$ cat config.mk
export PLATFORM = sky130hd
export DESIGN_NAME = nco_ctrl
export DESIGN_NICKNAME = d
export VERILOG_FILES = /design/src/rtl/nco_pkg.sv /design/src/rtl/nco_fstep_reg.sv /design/src/rtl/nco_ctrl.sv
export SDC_FILE = /design/constraint.sdc
export NUM_CORES = 1
export LEC_CHECK = 0
export ABC_CLOCK_PERIOD_IN_PS = 2900
export CORE_MARGIN = 3
export CORE_UTILIZATION = 40
export CTS_CLUSTER_SIZE = 40
export DETAILED_ROUTE_END_ITERATION = 10
export PLACE_DENSITY = 0.72
export SLEW_MARGIN = 10
export SYNTH_ARGS = -nofsm -noshare
export SYNTH_HDL_FRONTEND = slang
export SYNTH_SLANG_ARGS = --single-unit
$ cat constraint.sdc
create_clock -name clk -period 2.9 [get_ports clk]
set_input_delay 0.435 -clock clk [delete_from_list [all_inputs] [get_ports clk]]
set_output_delay 0.435 -clock clk [all_outputs]
set_load 0.01 [all_outputs]
$ cat src/rtl/nco_pkg.sv
// Shared defaults, state encoding and helpers for the NCO table-load / run controller.
package nco_pkg;

  localparam int unsigned ADDR_W_DEF  = 8;
  localparam int unsigned DATA_W_DEF  = 8;
  localparam int unsigned FSTEP_W_DEF = 14;
  localparam int unsigned LUT_DEPTH   = 1 << ADDR_W_DEF;

  typedef logic [1:0] state_t;

  localparam state_t S_IDLE = 2'd0;
  localparam state_t S_LOAD = 2'd1;
  localparam state_t S_RUN  = 2'd2;
  localparam state_t S_STOP = 2'd3;

  function automatic logic is_active(input state_t s);
    return (s == S_RUN) || (s == S_STOP);
  endfunction

endpackage

$ cat src/rtl/nco_fstep_reg.sv
// Frequency-step pending/apply register. With NCO_CTRL_SYNC_UPD_EN defined, steps captured
// while the NCO is active are held until the next phase wrap; otherwise they apply immediately.
module nco_fstep_reg
  import nco_pkg::*;
#(
  parameter int unsigned FSTEP_W = FSTEP_W_DEF
) (
  input  logic               clk,
  input  logic               reset_n,
  input  logic               active_i,
  input  logic [FSTEP_W-1:0] freq_step_i,
  input  logic               freq_upd_i,
  input  logic               phase_wrap_i,
  output logic [FSTEP_W-1:0] freq_step_o
);

  logic [FSTEP_W-1:0] step_q, step_d;
  logic [FSTEP_W-1:0] pend_q, pend_d;
  logic               pvld_q, pvld_d;

`ifndef NCO_CTRL_SYNC_UPD_EN
  logic unused_sync;
  assign unused_sync = ^{active_i, phase_wrap_i, pvld_q};
`endif

  always_comb begin
    pend_d = freq_upd_i ? freq_step_i : pend_q;
    step_d = step_q;
    pvld_d = pvld_q;
`ifdef NCO_CTRL_SYNC_UPD_EN
    if (!active_i) begin
      if (freq_upd_i) step_d = freq_step_i;
      pvld_d = 1'b0;
    end else if (phase_wrap_i) begin
      // a strobe coincident with the wrap takes effect at that same wrap
      if (freq_upd_i || pvld_q) step_d = pend_d;
      pvld_d = 1'b0;
    end else if (freq_upd_i) begin
      pvld_d = 1'b1;
    end
`else
    if (freq_upd_i) step_d = freq_step_i;
    pvld_d = 1'b0;
`endif
  end

  always_ff @(posedge clk) begin
    if (!reset_n) begin
      step_q <= '0;
      pend_q <= '0;
      pvld_q <= 1'b0;
    end else begin
      step_q <= step_d;
      pend_q <= pend_d;
      pvld_q <= pvld_d;
    end
  end

  assign freq_step_o = step_q;

endmodule

$ cat src/rtl/nco_ctrl.sv
// NCO controller: streams a sample table into the NCO LUT, gates accumulation, tracks errors.
// Optional macro NCO_CTRL_SYNC_UPD_EN defers active-state step updates to phase wraps.
module nco_ctrl
  import nco_pkg::*;
#(
  parameter int unsigned ADDR_W  = ADDR_W_DEF,
  parameter int unsigned DATA_W  = DATA_W_DEF,
  parameter int unsigned FSTEP_W = FSTEP_W_DEF
) (
  input  logic               clk,
  input  logic               reset_n,
  input  logic               en_i,
  input  logic               load_req_i,
  input  logic               s_valid_i,
  input  logic [DATA_W-1:0]  s_data_i,
  output logic               s_ready_o,
  input  logic [FSTEP_W-1:0] freq_step_i,
  input  logic               freq_upd_i,
  input  logic               phase_wrap_i,
  output logic               nco_we_o,
  output logic [ADDR_W-1:0]  nco_addr_o,
  output logic [DATA_W-1:0]  nco_data_o,
  output logic [FSTEP_W-1:0] nco_freq_step_o,
  output logic               nco_run_o,
  output logic               load_done_o,
  output logic               err_o
);

  state_t             state_q, state_d;
  logic [ADDR_W-1:0]  cnt_q, cnt_d;
  logic               tv_q, tv_d;
  logic               err_q, err_d;
  logic               ready_q;
  logic               we_q, done_q, run_q;
  logic [ADDR_W-1:0]  addr_q;
  logic [DATA_W-1:0]  data_q;
  logic               beat;
  logic               active;

  assign beat   = (state_q == S_LOAD) && s_valid_i && ready_q;
  assign active = is_active(state_q);

  always_comb begin
    state_d = state_q;
    cnt_d   = cnt_q;
    tv_d    = tv_q;
    err_d   = err_q;
    case (state_q)
      S_IDLE: begin
        if (load_req_i) begin
          state_d = S_LOAD;
          cnt_d   = '0;
          tv_d    = 1'b0;
          err_d   = 1'b0;
        end else if (en_i) begin
          if (tv_q) state_d = S_RUN;
          else      err_d   = 1'b1;
        end
      end
      S_LOAD: begin
        if (beat) begin
          cnt_d = cnt_q + ADDR_W'(1);
          if (&cnt_q) begin
            state_d = S_IDLE;
            tv_d    = 1'b1;
          end
        end
      end
      S_RUN: begin
        if (load_req_i) err_d = 1'b1;
        if (!en_i) state_d = S_STOP;
      end
      S_STOP: begin
        if (load_req_i) err_d = 1'b1;
        if (phase_wrap_i)  state_d = S_IDLE;
        else if (en_i)     state_d = S_RUN;
      end
      default: state_d = S_IDLE;
    endcase
  end

  always_ff @(posedge clk) begin
    if (!reset_n) begin
      state_q <= S_IDLE;
      cnt_q   <= '0;
      tv_q    <= 1'b0;
      err_q   <= 1'b0;
      ready_q <= 1'b0;
      we_q    <= 1'b0;
      addr_q  <= '0;
      data_q  <= '0;
      done_q  <= 1'b0;
      run_q   <= 1'b0;
    end else begin
      state_q <= state_d;
      cnt_q   <= cnt_d;
      tv_q    <= tv_d;
      err_q   <= err_d;
      ready_q <= (state_d == S_LOAD);
      we_q    <= beat;
      addr_q  <= beat ? cnt_q : '0;
      data_q  <= beat ? s_data_i : '0;
      done_q  <= beat && (&cnt_q);
      run_q   <= active;
    end
  end

  nco_fstep_reg #(
    .FSTEP_W (FSTEP_W)
  ) u_fstep (
    .clk          (clk),
    .reset_n      (reset_n),
    .active_i     (active),
    .freq_step_i  (freq_step_i),
    .freq_upd_i   (freq_upd_i),
    .phase_wrap_i (phase_wrap_i),
    .freq_step_o  (nco_freq_step_o)
  );

  assign s_ready_o   = ready_q;
  assign nco_we_o    = we_q;
  assign nco_addr_o  = addr_q;
  assign nco_data_o  = data_q;
  assign nco_run_o   = run_q;
  assign load_done_o = done_q;
  assign err_o       = err_q;

endmodule
==> results of run 1 <==
[registers in the layout, indices dropped and copies added (netlist names)]
register             count
s_ready_o                1
nco_data_o               8
cnt_q                    8
nco_run_o                1
state_q                  2
nco_addr_o               8
err_o                    1
tv_q                     1
nco_we_o                 1
u_fstep.freq_step_o     14
load_done_o              1
[cell families (layout without fill, tap and decap cells)]
group                      after synthesis  after routing  synth area share
AOI/OAI and AO/OA                       15             15            0.0764
and+or+nand+nor                         64             64             0.206
xor gates and xnor gates                 1              1           0.00514
DFF                                     46             46             0.540
adders and majority gates                1              1           0.00734
muxes                                   21             21             0.123
buffers and inverters                   16             76            0.0418
[report_power, final]
group          internal (W)  total (W)  switching [W]  leakage, nW
registers          0.000648   0.000658     0.00000989        0.374
clock network      0.000192   0.000386       0.000194       0.0482
logic             0.0000793   0.000135      0.0000562        0.535
total              0.000919    0.00118       0.000260        0.958
[through the flow]
step	setup WS, ps	total power [W]	instances	hold slack, ps
6_report	982	0.00118	274	454
5_1_grt	838	0.00124	274	485
4_1_cts	986	0.00119	274	460
3_5_place_dp	682	0.000808	266	448
3_3_place_gp	753	0.000803	266	436
2_1_floorplan	1490	0.000731	164	460
[synthesized netlist by cell type (2+ instances only)]
cell type / number / area (sq um)
a211oi_2: 2 / 25.0
a21oi_1: 5 / 25.0
and3_1: 15 / 93.8
buf_2: 3 / 15.0
clkbuf_1: 8 / 30.0
dfxtp_1: 46 / 921
inv_1: 4 / 15.0
mux2i_1: 21 / 210
nand2_1: 4 / 15.0
nand3_1: 12 / 60.1
nand3b_1: 6 / 45.0
nor2_1: 19 / 71.3
[worst register-to-register path, cell delays in order, from the launching register on]
cell       delay [ps]
dfxtp_1           470
nand4b_1          540
a2111oi_4         520
mux2i_1           220
[path summary, 6_finish.rpt]
check        startpoint  endpoint  slack (ps)  cells after the start
max reg2reg  state_q[0]  cnt_q[6]        1090                      3
min reg2reg       err_o     err_o         450                      2
min               err_o     err_o         450                      2
max           s_valid_i  cnt_q[6]         980                      4
[routing by layer]
metal / vias to the layer above / track usage / part of all wire
met3: 8 / 0.0449 / 0.048
met4: 0 / 0.0626 / 0.020
met2: 43 / 0.263 / 0.49
li1: 688 / - / -
met1: 622 / 0.197 / 0.44
met5: - / 0 / 0
[area by class of cell]
cell class                      count  area share
Multi-Input combinational cell    102       0.292
Tap cell                           50      0.0256
Timing Repair Buffer               64       0.262
Clock buffer                        7      0.0354
Sequential cell                    46       0.377
Inverter                            4     0.00615
Clock inverter                      1     0.00205
==> summary.md, run 1 <==
| Metric | Value |
|---|---|
| Vias per inst | 4.97 |
| CTS tree | done |
| Critical Path Max Stage Delay | 520 ps |
| CTS root buf | clkbuf_8 |
| DR vias | approximately 1,400 |
| Core Util, Final | 0.601 |
| Period utilization | 0.661 |
| # IOs | 64 |
| Register area | 921 sq um |
| Clock-pin slew on the worst setup and hold paths | 80 ps |
| Number of global-route vias before repair | 1,364 |
| RSZ-0062 raised after global routing | false |
| Yosys synthesis warning count | 0 |
| CTS sink cnt | 46 |
| Crit-path cells | clkdlybuf4s50_1 -> nand4b_1 -> a2111oi_4 -> mux2i_1 |
| Mapped Avg Cell Area | 10.4 sq um |
| Post-CTS Resized | 0 |
| Setup Skew | between 6 and 7 ps |
| Crit path capture type | register |
| RD Place Congestion | roughly 0.77 |
| Total Routed Length | ~3900 um |
| Area of the multi-input gates | 712 sq um |
| Yosys reg bits | 46 |
| Mapped Cells | around 160 |
| GR Util All Layers | 0.159 |
| Largest delay share family, worst path | compound AO/OA/AOI/OAI gates |
| Full die area | 5080 sq um |
| Share of cells above drive strength 1 | 0.0580 |
| Slew HR | 0.473 |
| Hold Vio Cnt, Final | 0 |
| Fmax | roughly 520 MHz |
| Largest net degree at the start of global routing | 31 |
| Wire per inst | 14.1 um |
| Post-CTS setup buffers | 0 |
| Register area share after synthesis | 0.540 |
| Max Cap Viol | 0 |
| Starting Density | 0.420 |
| PD cells | 483 nW/um^2 |
| Setup TNS | 0 ps |
| Worst slew pin tran | 788 ps |
| Die height | 71.3 um |
| Residual DRC count | 0 |
| Final worst path period need | 1920 ps |
| Gr ovfl total | 0 |
| CTS Buffer Depth | 2 |
| CP startpoint kind | input port |
| Post-Layout Inst Area | approximately 2400 sq um |
| Async set-reset flop share out of synthesis | 0 |
| Max-slew violations | 0 |
| Worst vdd ir | 0.281 mV |
| Number of synthesized flops with an enable pin | 0 |
| Crit-path max FO | 11 |
| Global-route wire length before repair | 6440 um |
| Hold WC Path Type | reg2reg |
| Highest-count cells in the layout ignoring fill and taps | clkdlybuf4s50_1, dfxtp_1, mux2i_1 |
| Net Count, Synth | 194 |
| Placement Rows | 23 |
| Chip Width | between 70 and 80 um |
| Cell Area, Synth | 1700 sq um |
| Iter 0 DRT Violations | 40 |
| 1st-pass router iterations | 4 |
| # diodes | 0 |
| Slowest cell on crit path | a2111oi_4 |
| P_leak | roughly 0.96 nW |
| Hold-fix buffers, CTS | 0 |
| CORE AREA | roughly 4000 sq um |
| Initial antenna violation count | 0 |
| Finish-stage setup viols | 0 |
| Fin nets | 253 |
| Status | complete, no violations |
| Synth unique cells | 31 |
| Crit path DAT | about 2100 ps |
| Antenna viol nets, final | 0 |
| FILL cells | around 340 |
| Leading cell type in the layout, fill and taps excluded | clkdlybuf4s50_1 |
| Worst EP required | 3120 ps |
| Synth-to-Final Area Change | 43.2% |
| CTS Buf Count | 5 |
| Crit path buffers/inverters | 1 |
| Placed Area | between 2000 and 2500 sq um |
| Dpl hpwl | between 2000 and 3000 um |
| WS Path Type | in2reg |
| Clk Latency, worst-skew pair | between 200 and 300 ps |
| H-tree level count | 2 |
| I/O Buffers | 63 |
| Main synth FF type | dfxtp_1 |
Power figures use the tool's default switching activity.
==> inputs of run 2 (changes only) <==
--- a/config.mk
+++ b/config.mk
@@ -5,7 +5,7 @@
 export SDC_FILE = /design/constraint.sdc
 export NUM_CORES = 1
 export LEC_CHECK = 0
-export ABC_CLOCK_PERIOD_IN_PS = 2900
+export ABC_CLOCK_PERIOD_IN_PS = 1900
 export CORE_MARGIN = 3
 export CORE_UTILIZATION = 40
 export CTS_CLUSTER_SIZE = 40
==> constraint.sdc (replaced) <==
create_clock -name clk -period 1.9 [get_ports clk]
set_input_delay 0.285 -clock clk [delete_from_list [all_inputs] [get_ports clk]]
set_output_delay 0.285 -clock clk [all_outputs]
set_load 0.01 [all_outputs]
==> summary.md, run 2 (synthesis gave the netlist of run 1 again) <==
| Metric | Value |
|---|---|
| Status | complete, no violations |
| Clk Latency, worst-skew pair | around 300 ps |
| Dpl hpwl | just under 3000 um |
| Clock share of power | 0.366 |
| Wire per inst | 14.0 um |
| Worst reg2reg setup slack | between 300 and 400 ps |
| Reg power frac | 0.520 |
| Iter 0 DRT Violations | 40 |
| Clock-pin slew on the worst setup and hold paths | 80 ps |
| Cell-internal power | approximately 0.0015 W |
| Starting Density | 0.420 |
| Residual DRC count | 0 |
| Leading cell type in the layout, fill and taps excluded | clkdlybuf4s50_1 |
| Post-CTS Resized | 0 |
| Combinational share of power | 0.114 |
| CP startpoint kind | input port |
| Max reg flops | 14 |
| RD Place Congestion | about 0.77 |
| Hold WC Path Type | reg2reg |
| Period utilization | 0.820 |
| CORE AREA | 4060 sq um |
| WS Path Type | in2reg |
| I/O Buffers | 63 |
| Fin nets | 259 |
| # diodes | 0 |
| Switching Fraction | 0.215 |
| GR Util All Layers | 0.159 |
| Post-CTS setup buffers | 0 |
| Finish-stage setup viols | 0 |
| CTS sink cnt | 46 |
| P_leak | 0.995 nW |
| Highest-count cells in the layout ignoring fill and taps | clkdlybuf4s50_1, dfxtp_1, mux2i_1 |
| Share of cells above drive strength 1 | 0.0783 |
| Crit-path max FO | 12 |
| Hold-fix buffers, CTS | 0 |
| Final worst path period need | 1560 ps |
| Setup TNS | 0 ps |
| H-tree level count | 2 |
| Post-Layout Inst Area | 2510 sq um |
| Max Cap Viol | 0 |
| Worst EP required | 2130 ps |
| Setup Skew | 3.27 ps |
| Fmax | 642 MHz |
| Placed Area | approximately 2400 sq um |
| Synth-to-Final Area Change | 47.4% |
| Number of global-route vias before repair | 1,355 |
| CTS tree | done |
| Total power | 0.00193 W |
| Switching power | 0.000414 W |
| # IOs | 64 |
| Total Routed Length | 3910 um |
| Max-slew violations | 0 |
| CTS Buf Count | 5 |
| Crit path DAT | between 1500 and 2000 ps |
| DR vias | between 1,000 and 1,500 |
| Largest net degree at the start of global routing | 23 |
| CTS Buffer Depth | 2 |
| 1st-pass router iterations | 4 |
| PD cells | 767 nW/um^2 |
| Core Util, Final | 0.619 |
| Worst vdd ir | 0.456 mV |
| Vias per inst | 5.06 |
| Initial antenna violation count | 0 |
| Crit path capture type | register |
| Gr ovfl total | 0 |
| CTS root buf | clkbuf_8 |
| Antenna viol nets, final | 0 |
| Worst slew pin tran | between 300 and 400 ps |
| Hold Vio Cnt, Final | 0 |
| Placement Rows | 23 |
| Die height | 71.3 um |
| Chip Width | roughly 71 um |
| Slew HR | 0.766 |
| RSZ-0062 raised after global routing | false |
| Global-route wire length before repair | 6340 um |
| Full die area | ~5100 sq um |
| Pre-CTS WS | 24.4 ps |
| Setup ws final | 342 ps |
-- run 2: power groups by stage --
stage | logic (W) | clock network [W] | registers [W]
2_1_floorplan | 0.0000806 | 0 | 0.00104
3_3_place_gp | 0.000213 | 0 | 0.00102
3_5_place_dp | 0.000219 | 0 | 0.00103
4_1_cts | 0.000221 | 0.000730 | 0.00100
5_1_grt | 0.000237 | 0.000774 | 0.00101
6_report | 0.000219 | 0.000705 | 0.00100
-- run 2: critical path, stage by stage --
cell             delay [ps]
clkdlybuf4s50_1         480
or3b_4                  480
a2111oi_4               340
mux2i_1                 210
-- run 2: per-layer routing --
metal	GRT usage	share of wire
met1	0.193	0.43
met2	0.252	0.48
met3	0.0547	0.063
met4	0.0752	0.027
met5	0	0
-- run 2: layout make-up --
class / count / area [sq um]
Clock inverter: 1 / 30.0
Clock buffer: 7 / 76.3
Inverter: 4 / 15.0
Timing Repair Buffer: 70 / 696
Tap cell: 50 / 62.6
Multi-Input combinational cell: 102 / 712
Sequential cell: 46 / 921
Fill cell: 325 / 1550
-- run 2: worst paths after layout --
check,start,endpoint,depth (start not counted)
min,err_o,err_o,2
max reg2reg,state_q[0],cnt_q[6],3
min reg2reg,err_o,err_o,2
max,load_req_i,cnt_q[6],4
-- run 2: metrics by stage --
step / hold WS [ps] / std cells
3_3_place_gp: 436 / 272
4_1_cts: 452 / 280
5_1_grt: 486 / 280
2_1_floorplan: 432 / 164
6_report: 449 / 280
3_5_place_dp: 441 / 272
==> inputs of run 3 (changes only) <==
--- a/config.mk
+++ b/config.mk
@@ -5,7 +5,7 @@
 export SDC_FILE = /design/constraint.sdc
 export NUM_CORES = 1
 export LEC_CHECK = 0
-export ABC_CLOCK_PERIOD_IN_PS = 1900
+export ABC_CLOCK_PERIOD_IN_PS = 1500
 export CORE_MARGIN = 3
 export CORE_UTILIZATION = 40
 export CTS_CLUSTER_SIZE = 40
==> constraint.sdc (replaced) <==
create_clock -name clk -period 1.5 [get_ports clk]
set_input_delay 0.225 -clock clk [delete_from_list [all_inputs] [get_ports clk]]
set_output_delay 0.225 -clock clk [all_outputs]
set_load 0.01 [all_outputs]
==> summary.md, run 3 (synthesis gave the netlist of run 1 again) <==
| Metric | Value |
|---|---|
| CTS sink cnt | 46 |
| Leading cell type in the layout, fill and taps excluded | clkdlybuf4s50_1 |
| CTS root buf | clkbuf_8 |
| Die height | 71.3 um |
| RSZ-0062 raised after global routing | false |
| Highest-count cells in the layout ignoring fill and taps | clkdlybuf4s50_1, dfxtp_1, mux2i_1 |
| Fmax | around 680 MHz |
| Hold-fix buffers, CTS | 0 |
| Critical Path Max Stage Delay | roughly 470 ps |
| Crit path buffers/inverters | 1 |
| DR vias | around 1,400 |
| Hold Vio Cnt, Final | 0 |
| Placed Area | 2470 sq um |
| Placement Rows | 23 |
| Iter 0 DRT Violations | 22 |
| I/O Buffers | 63 |
| Post-Layout Inst Area | 2570 sq um |
| Worst vdd ir | 0.570 mV |
| Max-slew violations | 0 |
| Post-CTS setup buffers | 0 |
| 1st-pass router iterations | 4 |
| Switching power | ~0.00051 W |
| Vias per inst | 5.00 |
| Dpl hpwl | 3050 um |
| Worst Min Path Start | err_o |
| Share of cells above drive strength 1 | 0.109 |
| Crit path capture type | register |
| Setup Skew | approximately 3.9 ps |
| Gr ovfl total | 0 |
| Initial antenna violation count | 0 |
| Antenna viol nets, final | 0 |
| Status | complete, no violations |
| Slowest cell on crit path | clkdlybuf4s50_1 |
| Number of global-route vias before repair | 1,452 |
| Finish-stage setup viols | 0 |
| GR Util All Layers | 0.161 |
| Total power | 0.00244 W |
| Clock-pin slew on the worst setup and hold paths | around 80 ps |
| RR Startpoint | state_q[1] |
| Crit-path cells | clkdlybuf4s50_1 -> or3b_4 -> a2111oi_4 -> mux2i_1 |
| Worst reg2reg setup slack | ~70 ps |
| Synth-to-Final Area Change | 51.0% |
| Global-route wire length before repair | 6580 um |
| # IOs | 64 |
| Cell total after placement | 280 |
| Residual DRC count | 0 |
| Worst EP required | 1720 ps |
| Cell-internal power | 0.00193 W |
| Hold Path Cell Cnt | 2 |
| Total Routed Length | 3890 um |
| Fin nets | 267 |
| Clock share of power | 0.360 |
| Starting Density | 0.420 |
| Worst slew pin tran | 256 ps |
| Chip Width | 71.3 um |
| Largest delay share family, worst path | buffers and inverters |
| CP Launch Point | load_req_i |
| Crit-path max FO | 11 |
| Area of the multi-input gates | between 700 and 800 sq um |
| H-tree level count | 2 |
| # diodes | 0 |
| CTS Buf Count | 5 |
| Wire per inst | between 10 and 15 um |
| Hold WC Path Type | reg2reg |
| Largest net degree at the start of global routing | 16 |
| P_leak | 1.03 nW |
| PD cells | between 900 and 1000 nW/um^2 |
| CTS tree | done |
| Post-CTS Resized | 0 |
| CTS Buffer Depth | 2 |
| CORE AREA | 4060 sq um |
| FILL cells | about 320 |
| Slew HR | 0.829 |
| Max Cap Viol | 0 |
| Full die area | 5080 sq um |
| Period utilization | 0.978 |
| Crit path DAT | 1690 ps |
| Reg power frac | 0.520 |
| Register area | 921 sq um |
| WS Path Type | in2reg |
| RD Place Congestion | 0.761 |
| Non-filler instance count after layout | roughly 290 |
| Switching Fraction | 0.210 |
| Clk Latency, worst-skew pair | 290 ps |
| Number of cells on the worst reg-to-reg path | 3 |
| Crit path depth | 4 |
| Final worst path period need | 1470 ps |
| CP startpoint kind | input port |
| Max reg flops | 14 |
| Combinational share of power | 0.120 |
==> run 3: power by group through the flow <==
stage	registers, W	clock network [W]	logic, W
after CTS	0.00127	0.000917	0.000296
after global placement	0.00130	0	0.000287
after global routing	0.00127	0.000968	0.000318
final	0.00127	0.000879	0.000294
after floorplan	0.00131	0	0.000102
after detailed placement	0.00130	0	0.000294
==> run 3: metrics by stage <==
step	hold slack, ps	setup TNS, ps	setup WS (ps)	util
after floorplan	372	0	145	-
after global routing	485	0	2.71	0.634
after detailed placement	437	-1410	-271	0.608
final	447	0	32.7	0.634
after global placement	435	-1070	-239	0.608
after CTS	449	0	37.4	0.634
==> run 3: worst min-delay path: cells and delay by family (launching register included) <==
family                 cells  cell delay, ps
flip-flops                 1             310
AO/OA/AOI/OAI              1              50
buffers and inverters      1              50
==> run 3: final cells by class <==
type | instances | area share
inverters | 4 | 0.00584
multi-input cells | 102 | 0.277
clock inverters | 1 | 0.0117
clock buffers | 7 | 0.0297
repair buffers | 78 | 0.294
flip-flops and latches | 46 | 0.358
well taps | 50 | 0.0243
==> run 3: final timing paths <==
| path | to |
|---|---|
| hold reg to reg | err_o |
| hold / removal | err_o |
| setup reg to reg | cnt_q[6] |
| setup / recovery | cnt_q[6] |
==> run 3: per-layer routing <==
layer / wire length [um] / track usage / share of wire
met2: 1920 / 0.258 / 0.49
met1: 1680 / 0.203 / 0.43
met5: 0 / 0 / 0
met4: 95 / 0.0856 / 0.024
met3: 198 / 0.0337 / 0.051
